==> src/rtl/hull_fifo_pkg.sv <==
// Shared constants and elaboration-time helpers for the hull FIFO family.
package hull_fifo_pkg;

  // Read-mode selector values for the FWFT parameter.
  localparam int FIFO_MODE_STD  = 0;
  localparam int FIFO_MODE_FWFT = 1;

  // Ceiling log2; returns 0 for n <= 1.
  function automatic int clog2(input int n);
    int r;
    r = 0;
    while ((1 << r) < n) r++;
    return r;
  endfunction

  // almost_full threshold must be reachable and non-trivial: 1..DEPTH.
  function automatic bit af_level_ok(input int af, input int log_depth);
    return (af >= 1) && (af <= (1 << log_depth));
  endfunction

  // almost_empty threshold must leave full distinguishable: 0..DEPTH-1.
  function automatic bit ae_level_ok(input int ae, input int log_depth);
    return (ae >= 0) && (ae <= (1 << log_depth) - 1);
  endfunction

endpackage

==> src/rtl/hull_fifo_ram.sv <==
// Simple dual-port storage: synchronous write, asynchronous read.
module hull_fifo_ram #(
  parameter int WIDTH     = 64,
  parameter int LOG_DEPTH = 2
) (
  input  logic                 clk,
  input  logic                 we_i,
  input  logic [LOG_DEPTH-1:0] waddr_i,
  input  logic [WIDTH-1:0]     wdata_i,
  input  logic [LOG_DEPTH-1:0] raddr_i,
  output logic [WIDTH-1:0]     rdata_o
);

  localparam int DEPTH = 1 << LOG_DEPTH;

  logic [WIDTH-1:0] mem_q [DEPTH];

  // Storage is never reset; only the write port updates it.
  always_ff @(posedge clk) begin
    if (we_i) mem_q[waddr_i] <= wdata_i;
  end

  assign rdata_o = mem_q[raddr_i];

endmodule

==> src/rtl/hull_fifo_thresh.sv <==
// Single-clock FIFO with FWFT/standard read, fill level, programmable
// almost-full/almost-empty thresholds, flush and sticky error flags.
module hull_fifo_thresh
  import hull_fifo_pkg::*;
#(
  parameter int WIDTH     = 64,
  parameter int LOG_DEPTH = 2,
  parameter int FWFT      = FIFO_MODE_FWFT,
  parameter int AF_LEVEL  = (1 << LOG_DEPTH) - 1,
  parameter int AE_LEVEL  = 1
) (
  input  logic                 clk,
  input  logic                 rst,
  input  logic                 flush,
  input  logic                 wr_en,
  input  logic [WIDTH-1:0]     wr_data,
  output logic                 full,
  output logic                 almost_full,
  input  logic                 rd_en,
  output logic [WIDTH-1:0]     rd_data,
  output logic                 rd_valid,
  output logic                 empty,
  output logic                 almost_empty,
  output logic [LOG_DEPTH:0]   level,
  output logic                 overflow,
  output logic                 underflow
);

  localparam int DEPTH = 1 << LOG_DEPTH;
  localparam logic [LOG_DEPTH:0] LVL_FULL = (LOG_DEPTH+1)'(DEPTH);
  localparam logic [LOG_DEPTH:0] LVL_AF   = (LOG_DEPTH+1)'(AF_LEVEL);
  localparam logic [LOG_DEPTH:0] LVL_AE   = (LOG_DEPTH+1)'(AE_LEVEL);

  // Reject illegal thresholds at elaboration rather than misbehave silently.
  if (LOG_DEPTH < 1) begin : g_bad_depth
    $error("hull_fifo_thresh: LOG_DEPTH must be >= 1");
  end
  if (!af_level_ok(AF_LEVEL, LOG_DEPTH)) begin : g_bad_af
    $error("hull_fifo_thresh: AF_LEVEL outside 1..DEPTH");
  end
  if (!ae_level_ok(AE_LEVEL, LOG_DEPTH)) begin : g_bad_ae
    $error("hull_fifo_thresh: AE_LEVEL outside 0..DEPTH-1");
  end

  logic [LOG_DEPTH-1:0] wr_ptr_q, wr_ptr_d;
  logic [LOG_DEPTH-1:0] rd_ptr_q, rd_ptr_d;
  logic [LOG_DEPTH:0]   level_q, level_d;
  logic                 ovf_q, ovf_d;
  logic                 unf_q, unf_d;
  logic                 wr_acc, rd_acc;
  logic [WIDTH-1:0]     ram_rdata;

  // Status is decoded from the level register alone, so it is glitch-free.
  assign full         = (level_q == LVL_FULL);
  assign empty        = (level_q == '0);
  assign almost_full  = (level_q >= LVL_AF);
  assign almost_empty = (level_q <= LVL_AE);
  assign level        = level_q;
  assign overflow     = ovf_q;
  assign underflow    = unf_q;

  // Flush suppresses both ports; full/empty come from start-of-cycle state,
  // so a full FIFO still drains and an empty one still fills.
  assign wr_acc = wr_en && !full  && !flush;
  assign rd_acc = rd_en && !empty && !flush;

  // Next-state for pointers, occupancy and sticky error flags.
  always_comb begin
    wr_ptr_d = wr_ptr_q;
    rd_ptr_d = rd_ptr_q;
    level_d  = level_q;
    ovf_d    = ovf_q;
    unf_d    = unf_q;
    if (flush) begin
      wr_ptr_d = '0;
      rd_ptr_d = '0;
      level_d  = '0;
      ovf_d    = 1'b0;
      unf_d    = 1'b0;
    end else begin
      if (wr_acc) wr_ptr_d = wr_ptr_q + 1'b1;
      if (rd_acc) rd_ptr_d = rd_ptr_q + 1'b1;
      case ({wr_acc, rd_acc})
        2'b10:   level_d = level_q + 1'b1;
        2'b01:   level_d = level_q - 1'b1;
        default: level_d = level_q;
      endcase
      if (wr_en && full)  ovf_d = 1'b1;
      if (rd_en && empty) unf_d = 1'b1;
    end
  end

  // Control state registers with synchronous reset.
  always_ff @(posedge clk) begin
    if (rst) begin
      wr_ptr_q <= '0;
      rd_ptr_q <= '0;
      level_q  <= '0;
      ovf_q    <= 1'b0;
      unf_q    <= 1'b0;
    end else begin
      wr_ptr_q <= wr_ptr_d;
      rd_ptr_q <= rd_ptr_d;
      level_q  <= level_d;
      ovf_q    <= ovf_d;
      unf_q    <= unf_d;
    end
  end

  // Gate writes during reset so a discarded word never lands in storage.
  hull_fifo_ram #(
    .WIDTH     (WIDTH),
    .LOG_DEPTH (LOG_DEPTH)
  ) u_ram (
    .clk     (clk),
    .we_i    (wr_acc && !rst),
    .waddr_i (wr_ptr_q),
    .wdata_i (wr_data),
    .raddr_i (rd_ptr_q),
    .rdata_o (ram_rdata)
  );

  if (FWFT == FIFO_MODE_FWFT) begin : g_fwft
    assign rd_data  = ram_rdata;
    assign rd_valid = !empty;
  end else begin : g_std
    logic [WIDTH-1:0] rd_data_q;
    logic             rd_valid_q;

    // Registered read: one-cycle valid pulse, data held between pulses.
    always_ff @(posedge clk) begin
      if (rst) begin
        rd_data_q  <= '0;
        rd_valid_q <= 1'b0;
      end else begin
        rd_valid_q <= rd_acc;
        if (rd_acc) rd_data_q <= ram_rdata;
      end
    end

    assign rd_data  = rd_data_q;
    assign rd_valid = rd_valid_q;
  end

endmodule

==> config.mk <==
export PLATFORM = sky130hd
export DESIGN_NAME = hull_fifo_thresh
export DESIGN_NICKNAME = d
export VERILOG_FILES = /design/src/rtl/hull_fifo_pkg.sv /design/src/rtl/hull_fifo_ram.sv /design/src/rtl/hull_fifo_thresh.sv
export SDC_FILE = /design/constraint.sdc
export NUM_CORES = 1
export LEC_CHECK = 0
export CORE_MARGIN = 1
export CORE_UTILIZATION = 30
export DETAILED_ROUTE_END_ITERATION = 6
export GPL_TIMING_DRIVEN = 1
export PLACE_DENSITY = 0.46
export SLEW_MARGIN = 10
export SYNTH_ARGS = -nofsm -noshare
export SYNTH_HDL_FRONTEND = slang
export SYNTH_HIERARCHICAL = 1
export SYNTH_SLANG_ARGS = --single-unit
==> constraint.sdc <==
create_clock -name clk -period 15.2 [get_ports clk]
set_input_delay 2.28 -clock clk [delete_from_list [all_inputs] [get_ports clk]]
set_output_delay 2.28 -clock clk [all_outputs]
set_load 0.01 [all_outputs]
==> flow_metrics.py, run 1 <==
metrics = {
    "outcome": {
        "status": "completed",
    },
    "route": {
        "drc_errors": 0,
        "route.top_layer_used": "met4",
        "routed_wirelength_um": 19400,
        "dr_wl_met3_um": 1140,
        "vias_per_cell": 4.43,
        "dr.first_iter.drc_count": 233,
        "route.detailed.wl_per_inst_um": 19.0,
        "drtPass1Iterations": 4,
        "ant_nets": 0,
        "met2RoutedLength_um": 9500,
        "route.layer.met1.wl_um": 8460,
        "routed-via-count": 4529,
    },
    "worst_setup_path": {
        "crit_path_max_fanout": 37,
        "endpoint_class_of_the_critical_path": "output port",
        "worst_r2r_startpoint": "level[0]",
        "ff2ff_path_depth": 7,
        "critPathArrivalTime_ns": 3.24,
        "ff2ff_setup_slack_ns": 12.37,
        "critPathTopFamily": "buffers and inverters",
        "critical_path.endpoint": "rd_data[1]",
        "cpPeakStageDelay_ns": 0.85,
        "worstSetupStartpointType": "flop",
        "crit_type": "flop to output port",
        "setup.worst_path.start": "rd_ptr_q[0]",
        "crit_required_ns": 12.92,
        "worstPathCellList": "buf_4 > mux4_1 > clkdlybuf4s50_1",
        "timing.critical_path.depth": 3,
        "crit_path_top_delay_cell": "sky130_fd_sc_hd__dfxtp_4",
        "capture_instance_of_the_worst_register_to_register_path": "u_ram/mem_q[1][20]",
        "critical_path_buf_inv_count": 2,
    },
    "run": {
        "max_cap_viol_count": 0,
    },
    "sta": {
        "final_min_period_over_clock_period": 0.363,
        "report.final.setup_viol": 0,
        "tightest_slew_ns": 1.09,
        "grt_setup_unrepaired": "no",
        "hold_violations": 0,
        "maxSlewViolCount": 0,
        "slew_headroom": 0.274,
        "skew_ns": 0.00862,
        "min_period_ns": 5.52,
        "maximum_achievable_frequency_mhz": 181,
        "setup-tns-final_ns": 0,
    },
    "yosys": {
        "post_synth_fa_ha_maj_area_fraction": 0.00762,
        "muxShareOfSynthArea": 0.148,
        "yosys_warnings": 6,
        "ys_types": 30,
        "synth_top_family_by_area": "multiplexers",
        "postSynthCellCount": 402,
        "yosys_top_cell_by_area": "sky130_fd_sc_hd__edfxtp_1",
        "yosys.area.top_type_share": 0.780,
        "synthTopCellsByArea": "sky130_fd_sc_hd__edfxtp_1 (78%), sky130_fd_sc_hd__mux4_2 (14%), sky130_fd_sc_hd__dfxtp_1 (1.8%)",
        "synth_nets": 477,
        "syn_avg_cell_area_um2": 24.5,
        "ys_dominant_reg_cell": "sky130_fd_sc_hd__edfxtp_1",
        "async_flop_share": 0,
        "synthesis.area_mm2": 0.00986,
        "share_of_the_synthesized_area_in_compound_gates_ao_oa_aoi_oai": 0.00901,
        "synth_edf_count": 256,
        "ys_ff_latch": 265,
        "synth_area_in_xor_xnor": 0.00178,
        "synth.yosys.seq_area_share": 0.798,
        "post_synth_and_or_nand_nor_area_fraction": 0.0146,
    },
    "die": {
        "ios": 143,
        "die_area_mm2": 0.0336,
        "fp-row-count": 66,
        "core_region_area_mm2": 0.0325,
        "floorplan.initialDensity": 0.304,
        "die_h_um": 183,
        "die_width_um": 183,
    },
    "power_and_ir_drop": {
        "power_density_mw_per_mm2": 119,
        "power.share.combinational": 0.041,
        "vdd_ir_drop_max_uv": 65.7,
        "share_of_power_burned_in_registers": 0.542,
        "power.internal_mw": 1.21,
        "proportion_of_power_drawn_by_the_clock_network": 0.417,
        "power.switching_fraction": 0.192,
        "p_switching_mw": 0.288,
        "leakage_nw": 3.85,
    },
    "min_path": {
        "worstHoldPathType": "flop to flop",
    },
    "clock_tree": {
        "hold_buffers": 0,
        "clock_sinks": 265,
        "clk_pin_slew_ns": 0.06,
        "post-cts-setup-buffer-count": 0,
        "cts_resized": 0,
        "ctsLongestPathBuffers": 3,
        "insertion_delay_ns": 0.53,
        "cts_root_buffer": "sky130_fd_sc_hd__clkbuf_16",
        "tritoncts": "built",
        "cts.htree.levels": 1,
        "cts_inserted_buffers": 29,
    },
    "global_route": {
        "antenna_violations_before_repair": 1,
        "largest_net_degree_at_the_start_of_global_routing": 67,
        "grt_pass1_wl_um": 29900,
        "gr-usage-all-layers": 0.118,
        "gr-total-overflow": 0,
        "via_count_of_the_first_global_routing_pass": 4979,
    },
    "layout": {
        "areaGrowthSynthToFinish_pct": 27.3,
        "drive_above_1_share": 0.193,
        "most-common-layout-cells": "sky130_fd_sc_hd__edfxtp_1 (256), sky130_fd_sc_hd__clkdlybuf4s50_1 (142), sky130_fd_sc_hd__mux4_2 (60), sky130_fd_sc_hd__clkbuf_16 (29), sky130_fd_sc_hd__nor2_1 (9)",
        "leading_cell_type_in_the_layout_fill_and_taps_excluded": "sky130_fd_sc_hd__edfxtp_1",
        "num-fill-cells": 2944,
        "post_route_cell_area_mm2": 0.0125,
        "postLayoutCoreUtil": 0.387,
        "final_nets": 638,
    },
    "placed_design": {
        "detailedPlacementHpwl_um": 10700,
        "final_gp_congestion": 0.722,
        "port-buffer-count": 142,
        "placed_cell_area_mm2": 0.0117,
    },
}
## registers in the layout, indices dropped and copies added, names as in the netlist
register     cells
overflow         1
level            3
rd_ptr_q         2
wr_ptr_q         2
underflow        1
u_ram/mem_q    256
## worst min-delay path by stage
| stage | from | to | slack (ns) | cells after the start |
|---|---|---|---|---|
| 2_1_floorplan | rd_ptr_q[1] | rd_ptr_q[1] | 0.45 | 2 |
| 3_3_place_gp | underflow | underflow | 0.46 | 2 |
| 3_5_place_dp | overflow | overflow | 0.47 | 2 |
| 4_1_cts | underflow | underflow | 0.49 | 2 |
| 5_1_grt | overflow | overflow | 0.51 | 2 |
| 6_report | underflow | underflow | 0.48 | 2 |
## cells by family after synthesis
group                      after synthesis
buffers and inverters                   23
muxes                                   64
xor gates and xnor gates                 2
adders and majority gates                6
and+or+nand+nor                         26
AOI/OAI and AO/OA                       16
DFF                                    265
## cell type report
type                            instances  area (µm²)  area share
Antenna cell                            1        2.50    0.000199
Clock buffer                           36         752      0.0599
Clock inverter                         12        88.8     0.00708
Inverter                                7        26.3     0.00209
Multi-Input combinational cell        114        1800       0.143
Sequential cell                       265        7880       0.628
Tap cell                              442         553      0.0441
Timing Repair Buffer                  146        1450       0.116
## metal layers
metal,track usage,vias up
met4,0.0313,0
met2,0.196,131
met5,0,-
met3,0.0292,26
li1,-,2027
met1,0.155,2345
## worst register-to-register path: stages (launching register included)
cell	delay, ns
sky130_fd_sc_hd__dfxtp_1	0.42
sky130_fd_sc_hd__inv_1	0.12
sky130_fd_sc_hd__ha_1	0.23
sky130_fd_sc_hd__nand2_1	0.11
sky130_fd_sc_hd__nand2_1	0.08
sky130_fd_sc_hd__nor2_1	0.21
sky130_fd_sc_hd__and3b_4	0.64
sky130_fd_sc_hd__buf_4	0.62
## synth_stat cells (all sizes together) (2+ instances only)
| library cell | n |
|---|---|
| a21oi | 8 |
| and3b | 2 |
| buf | 14 |
| clkbuf | 2 |
| dfxtp | 9 |
| edfxtp | 256 |
| ha | 6 |
| inv | 7 |
| mux4 | 64 |
| nand2 | 2 |
| nand2b | 2 |
| nor2 | 9 |
| nor2b | 3 |
| o21ai | 4 |
| o31ai | 2 |
| or4 | 2 |
| xor2 | 2 |
## through the flow
step                      power (mW)  setup slack, ns  hold slack, ns  cells
after detailed placement       0.888            10.09           0.468    974
final                           1.49             9.68           0.482   1023
after CTS                       1.52             9.51           0.486   1022
after global routing            1.56             9.39           0.509   1022
after global placement         0.886            10.11           0.460    974
after floorplan                0.847             7.26           0.453    402
## power by group through the flow
stage,Sequential [mW],Combinational (mW),Clock (mW)
global route,0.811,0.0660,0.678
CTS,0.810,0.0626,0.648
detailed placement,0.826,0.0622,0
finish,0.810,0.0611,0.623
floorplan,0.826,0.0206,0
global placement,0.825,0.0606,0
(Power assumes the default switching activity.)
==> run 2, diff against run 1 <==
Clock period 15.2 ns to 5.6 ns, I/O delays scaled along.
==> flow_metrics.py, run 2 (same netlist as run 1, synthesis figures left out) <==
metrics = {
    "layout": {
        "drive_above_1_share": 0.189,
        "areaGrowthSynthToFinish_pct": 27.9,
        "fin_cells": 1028,
        "register_area_mm2": 0.00788,
        "most-common-layout-cells": "sky130_fd_sc_hd__edfxtp_1 (256), sky130_fd_sc_hd__clkdlybuf4s50_1 (142), sky130_fd_sc_hd__mux4_2 (60), sky130_fd_sc_hd__clkbuf_16 (29), sky130_fd_sc_hd__nor2_1 (9)",
        "leading_cell_type_in_the_layout_fill_and_taps_excluded": "sky130_fd_sc_hd__edfxtp_1",
        "final_nets": 639,
        "antenna-diode-count": 0,
        "largest_register_ffs": 256,
        "post_route_cell_area_mm2": 0.0126,
        "num-fill-cells": 2928,
        "largest_register_by_flop_count": "u_ram/mem_q",
        "multi_input_area_mm2": 0.00181,
    },
    "route": {
        "routed_wirelength_um": 19100,
        "vias_per_cell": 4.41,
        "routed-via-count": 4538,
        "dr.first_iter.drc_count": 207,
        "route.detailed.wl_per_inst_um": 18.6,
        "drtPass1Iterations": 4,
        "drc_errors": 0,
        "ant_nets": 0,
    },
    "worst_setup_path": {
        "endpoint_class_of_the_critical_path": "output port",
        "crit_path_max_fanout": 42,
        "crit_type": "flop to output port",
        "critPathArrivalTime_ns": 3.01,
        "worstSetupStartpointType": "flop",
        "crit_required_ns": 4.76,
    },
    "clock_tree": {
        "clk_pin_slew_ns": 0.06,
        "cts_resized": 0,
        "cts_root_buffer": "sky130_fd_sc_hd__clkbuf_16",
        "clock_sinks": 265,
        "cts.htree.levels": 1,
        "cts_inserted_buffers": 29,
        "post-cts-setup-buffer-count": 0,
        "hold_buffers": 0,
        "ctsLongestPathBuffers": 3,
        "tritoncts": "built",
        "insertion_delay_ns": 0.53,
    },
    "sta": {
        "min_period_ns": 3.85,
        "hold_ws_ns": 0.479,
        "setup-tns-final_ns": 0,
        "hold_violations": 0,
        "skew_ns": 0.00966,
        "grt_setup_unrepaired": "no",
        "report.final.setup_viol": 0,
        "slew_headroom": 0.286,
        "final_min_period_over_clock_period": 0.688,
        "maxSlewViolCount": 0,
        "tightest_slew_ns": 1.07,
        "maximum_achievable_frequency_mhz": 260,
    },
    "placed_design": {
        "numPlacedInstances": 975,
        "placed_cell_area_mm2": 0.0117,
        "port-buffer-count": 142,
        "detailedPlacementHpwl_um": 10900,
        "final_gp_congestion": 0.699,
    },
    "global_route": {
        "antenna_violations_before_repair": 2,
        "gr-total-overflow": 0,
        "grt_util_met1": 0.147,
        "largest_net_degree_at_the_start_of_global_routing": 67,
        "grt_pass1_wl_um": 28800,
        "globalRoute.busiestLayer": "met2",
        "gr-usage-all-layers": 0.114,
        "grt_util_met2": 0.182,
        "grt_use_met3": 0.0415,
        "via_count_of_the_first_global_routing_pass": 4932,
    },
    "die": {
        "die_h_um": 183,
        "die_width_um": 183,
        "die_area_mm2": 0.0336,
        "ios": 143,
        "core_region_area_mm2": 0.0325,
        "fp-row-count": 66,
        "floorplan.initialDensity": 0.304,
    },
    "min_path": {
        "worstHoldPathType": "flop to flop",
    },
    "power_and_ir_drop": {
        "vdd_ir_drop_max_uv": 184,
        "leakage_nw": 3.87,
        "p_total_mw": 4.12,
        "power_density_mw_per_mm2": 327,
    },
    "run": {
        "max_cap_viol_count": 0,
    },
    "outcome": {
        "status": "completed",
    },
}
run 2: worst paths after layout:
path                     from                 end  slack, ns  cells after the start
hold / removal      underflow           underflow       0.48                      2
setup reg to reg     level[0]  u_ram/mem_q[2][28]       2.80                      7
hold reg to reg     underflow           underflow       0.48                      2
setup / recovery  rd_ptr_q[0]         rd_data[21]       1.75                      3
run 2: area by class of cell:
type	count	area share
Tap cell	442	0.0439
Sequential cell	265	0.625
Timing Repair Buffer	147	0.116
Clock inverter	17	0.0106
Multi-Input combinational cell	114	0.143
Clock buffer	36	0.0597
Inverter	7	0.00208
run 2: routing by layer:
layer / part of all wire / vias up
met5: 0.00047 / -
met3: 0.085 / 29
li1: - / 2027
met1: 0.43 / 2350
met2: 0.47 / 130
met4: 0.017 / 2
run 2: metrics by stage:
step	util	setup WS [ns]
floorplan	-	1.40
global placement	0.361	2.09
detailed placement	0.361	2.09
CTS	0.388	1.60
global route	0.388	1.50
finish	0.388	1.75
run 2: worst max-delay path, stage by stage (launching register included):
cell and delay, ns:
sky130_fd_sc_hd__dfxtp_4 0.90, sky130_fd_sc_hd__buf_4 0.46, sky130_fd_sc_hd__mux4_2 0.57, sky130_fd_sc_hd__clkdlybuf4s50_1 0.50
run 2: power breakdown:
part / switching (mW) / internal, mW / leakage [nW]
logic: 0.0710 / 0.0965 / 1.06
clock network: 0.712 / 1.04 / 0.432
registers: 0.00702 / 2.19 / 2.39
total: 0.790 / 3.33 / 3.87
==> run 3, diff against run 2 <==
Settings changed: PLACE_DENSITY 0.46 to 0.48.
Clock period 5.6 ns to 3.5 ns, I/O delays scaled along.
==> flow_metrics.py, run 3 (same netlist as run 1, synthesis figures left out) <==
metrics = {
    "clock_tree": {
        "clk_pin_slew_ns": 0.06,
        "insertion_delay_ns": 0.53,
        "clock_sinks": 265,
        "cts.htree.levels": 1,
        "ctsLongestPathBuffers": 3,
        "hold_buffers": 0,
        "tritoncts": "built",
        "cts_inserted_buffers": 28,
        "cts_root_buffer": "sky130_fd_sc_hd__clkbuf_16",
    },
    "layout": {
        "areaGrowthSynthToFinish_pct": 28.9,
        "largest_register_by_flop_count": "u_ram/mem_q",
        "drive_above_1_share": 0.199,
        "leading_cell_type_in_the_layout_fill_and_taps_excluded": "sky130_fd_sc_hd__edfxtp_1",
        "post_route_cell_area_mm2": 0.0127,
        "largest_register_ffs": 256,
        "most-common-layout-cells": "sky130_fd_sc_hd__edfxtp_1 (256), sky130_fd_sc_hd__clkdlybuf4s50_1 (142), sky130_fd_sc_hd__mux4_2 (60), sky130_fd_sc_hd__clkbuf_16 (29), sky130_fd_sc_hd__nor2_1 (9)",
        "fin_cells": 1032,
        "final_nets": 645,
    },
    "route": {
        "route.detailed.wl_per_inst_um": 19.1,
        "drtPass1Iterations": 6,
        "dr.first_iter.drc_count": 163,
        "routed-via-count": 4577,
        "routed_wirelength_um": 19700,
        "ant_nets": 0,
        "vias_per_cell": 4.44,
        "drc_errors": 0,
    },
    "power_and_ir_drop": {
        "leakage_nw": 3.91,
        "p_total_mw": 6.49,
        "power_density_mw_per_mm2": 511,
        "vdd_ir_drop_max_uv": 354,
    },
    "die": {
        "floorplan.initialDensity": 0.304,
        "die_width_um": 183,
        "die_h_um": 183,
        "fp-row-count": 66,
        "core_region_area_mm2": 0.0325,
        "die_area_mm2": 0.0336,
        "ios": 143,
    },
    "outcome": {
        "status": "completed",
    },
    "global_route": {
        "grt_pass1_wl_um": 29100,
        "largest_net_degree_at_the_start_of_global_routing": 67,
        "via_count_of_the_first_global_routing_pass": 4924,
        "gr-usage-all-layers": 0.116,
        "gr-total-overflow": 0,
        "antenna_violations_before_repair": 1,
    },
    "sta": {
        "slew_headroom": 0.303,
        "grt_setup_unrepaired": "no",
        "hold_violations": 0,
        "maximum_achievable_frequency_mhz": 323,
        "report.final.setup_viol": 0,
        "tightest_slew_ns": 1.04,
        "final_min_period_over_clock_period": 0.886,
        "min_period_ns": 3.10,
        "skew_ns": 0.0136,
        "maxSlewViolCount": 0,
        "setup-tns-final_ns": 0,
    },
    "worst_setup_path": {
        "critPathTopFamily": "flip-flops",
        "worstPathCellList": "mux4_1 > clkdlybuf4s50_1",
        "critical_path.endpoint": "rd_data[63]",
        "setup.worst_path.start": "rd_ptr_q[1]",
        "crit_path_max_fanout": 66,
        "crit_required_ns": 2.97,
        "crit_path_top_delay_cell": "sky130_fd_sc_hd__dfxtp_4",
        "critPathArrivalTime_ns": 2.57,
        "crit_type": "flop to output port",
        "endpoint_class_of_the_critical_path": "output port",
        "worst_r2r_startpoint": "level[0]",
        "cpPeakStageDelay_ns": 1.04,
        "ff2ff_setup_slack_ns": 1.12,
        "timing.critical_path.depth": 2,
        "critical_path_buf_inv_count": 1,
        "ff2ff_path_depth": 7,
        "capture_instance_of_the_worst_register_to_register_path": "u_ram/mem_q[1][34]",
        "worstSetupStartpointType": "flop",
    },
    "placed_design": {
        "detailedPlacementHpwl_um": 11400,
        "final_gp_congestion": 0.694,
        "port-buffer-count": 142,
        "placed_cell_area_mm2": 0.0118,
        "numPlacedInstances": 981,
    },
    "min_path": {
        "worstHoldPathType": "flop to flop",
    },
    "run": {
        "max_cap_viol_count": 0,
    },
}
## run 3: changes by cell type in the layout (fill, tap and decap cells not counted)
cell                        previous run  this run
sky130_fd_sc_hd__clkinv_4              0         1
sky130_fd_sc_hd__bufinv_16             2         1
sky130_fd_sc_hd__inv_8                 1         0
sky130_fd_sc_hd__clkbuf_1              7         6
sky130_fd_sc_hd__diode_2               0         1
sky130_fd_sc_hd__clkinv_1              8         6
sky130_fd_sc_hd__buf_12                0         7
## run 3: layout make-up
cell class                 instances  area [µm²]
fill                            2938       19800
sequential                       265        7880
multi-input combinational        114        1810
timing repair buffer             154        1600
clock buffer                      35         748
tap                              442         553
clock inverter                    14        93.8
inverter                           7        26.3
antenna                            1        2.50
## run 3: where the power goes
| part | total [mW] | internal [mW] | switching (mW) |
|---|---|---|---|
| registers | 3.52 | 3.51 | 0.0100 |
| logic | 0.269 | 0.157 | 0.112 |
| clock network | 2.70 | 1.57 | 1.13 |
| total | 6.49 | 5.24 | 1.25 |
## run 3: worst min path at each step
stage / slack [ns] / endpoint / cells past startpoint / start
floorplan: 0.45 / rd_ptr_q[1] / 2 / rd_ptr_q[1]
global route: 0.50 / underflow / 2 / underflow
global placement: 0.46 / overflow / 2 / overflow
CTS: 0.48 / overflow / 2 / overflow
finish: 0.48 / overflow / 2 / overflow
detailed placement: 0.47 / overflow / 2 / overflow
## run 3: worst min-delay path: stages (launching register included)
cell and delay [ns]:
sky130_fd_sc_hd__dfxtp_1 0.33, sky130_fd_sc_hd__a21oi_1 0.04, sky130_fd_sc_hd__nor2_1 0.07
## run 3: per-stage QoR
step,setup slack (ns),hold slack [ns],util
after floorplan,0.328,0.453,-
after global placement,0.643,0.460,0.365
after detailed placement,0.648,0.466,0.365
after CTS,0.0460,0.482,0.391
after global routing,0.247,0.500,0.391
final,0.400,0.477,0.391
## run 3: routing by layer
metal	wire, µm	GRT usage	vias to the layer above
met5	0	0	-
met4	418	0.0310	0
met3	1050	0.0322	31
met2	9690	0.192	110
met1	8530	0.150	2399
li1	-	-	2037
## run 3: what timing repair did
item / CTS / global route
hold endpoints to repair: 0 / 0
setup buffers: 0 / 1
resized for setup: 0 / 0
endpoints found under the setup margin: 0 / 2
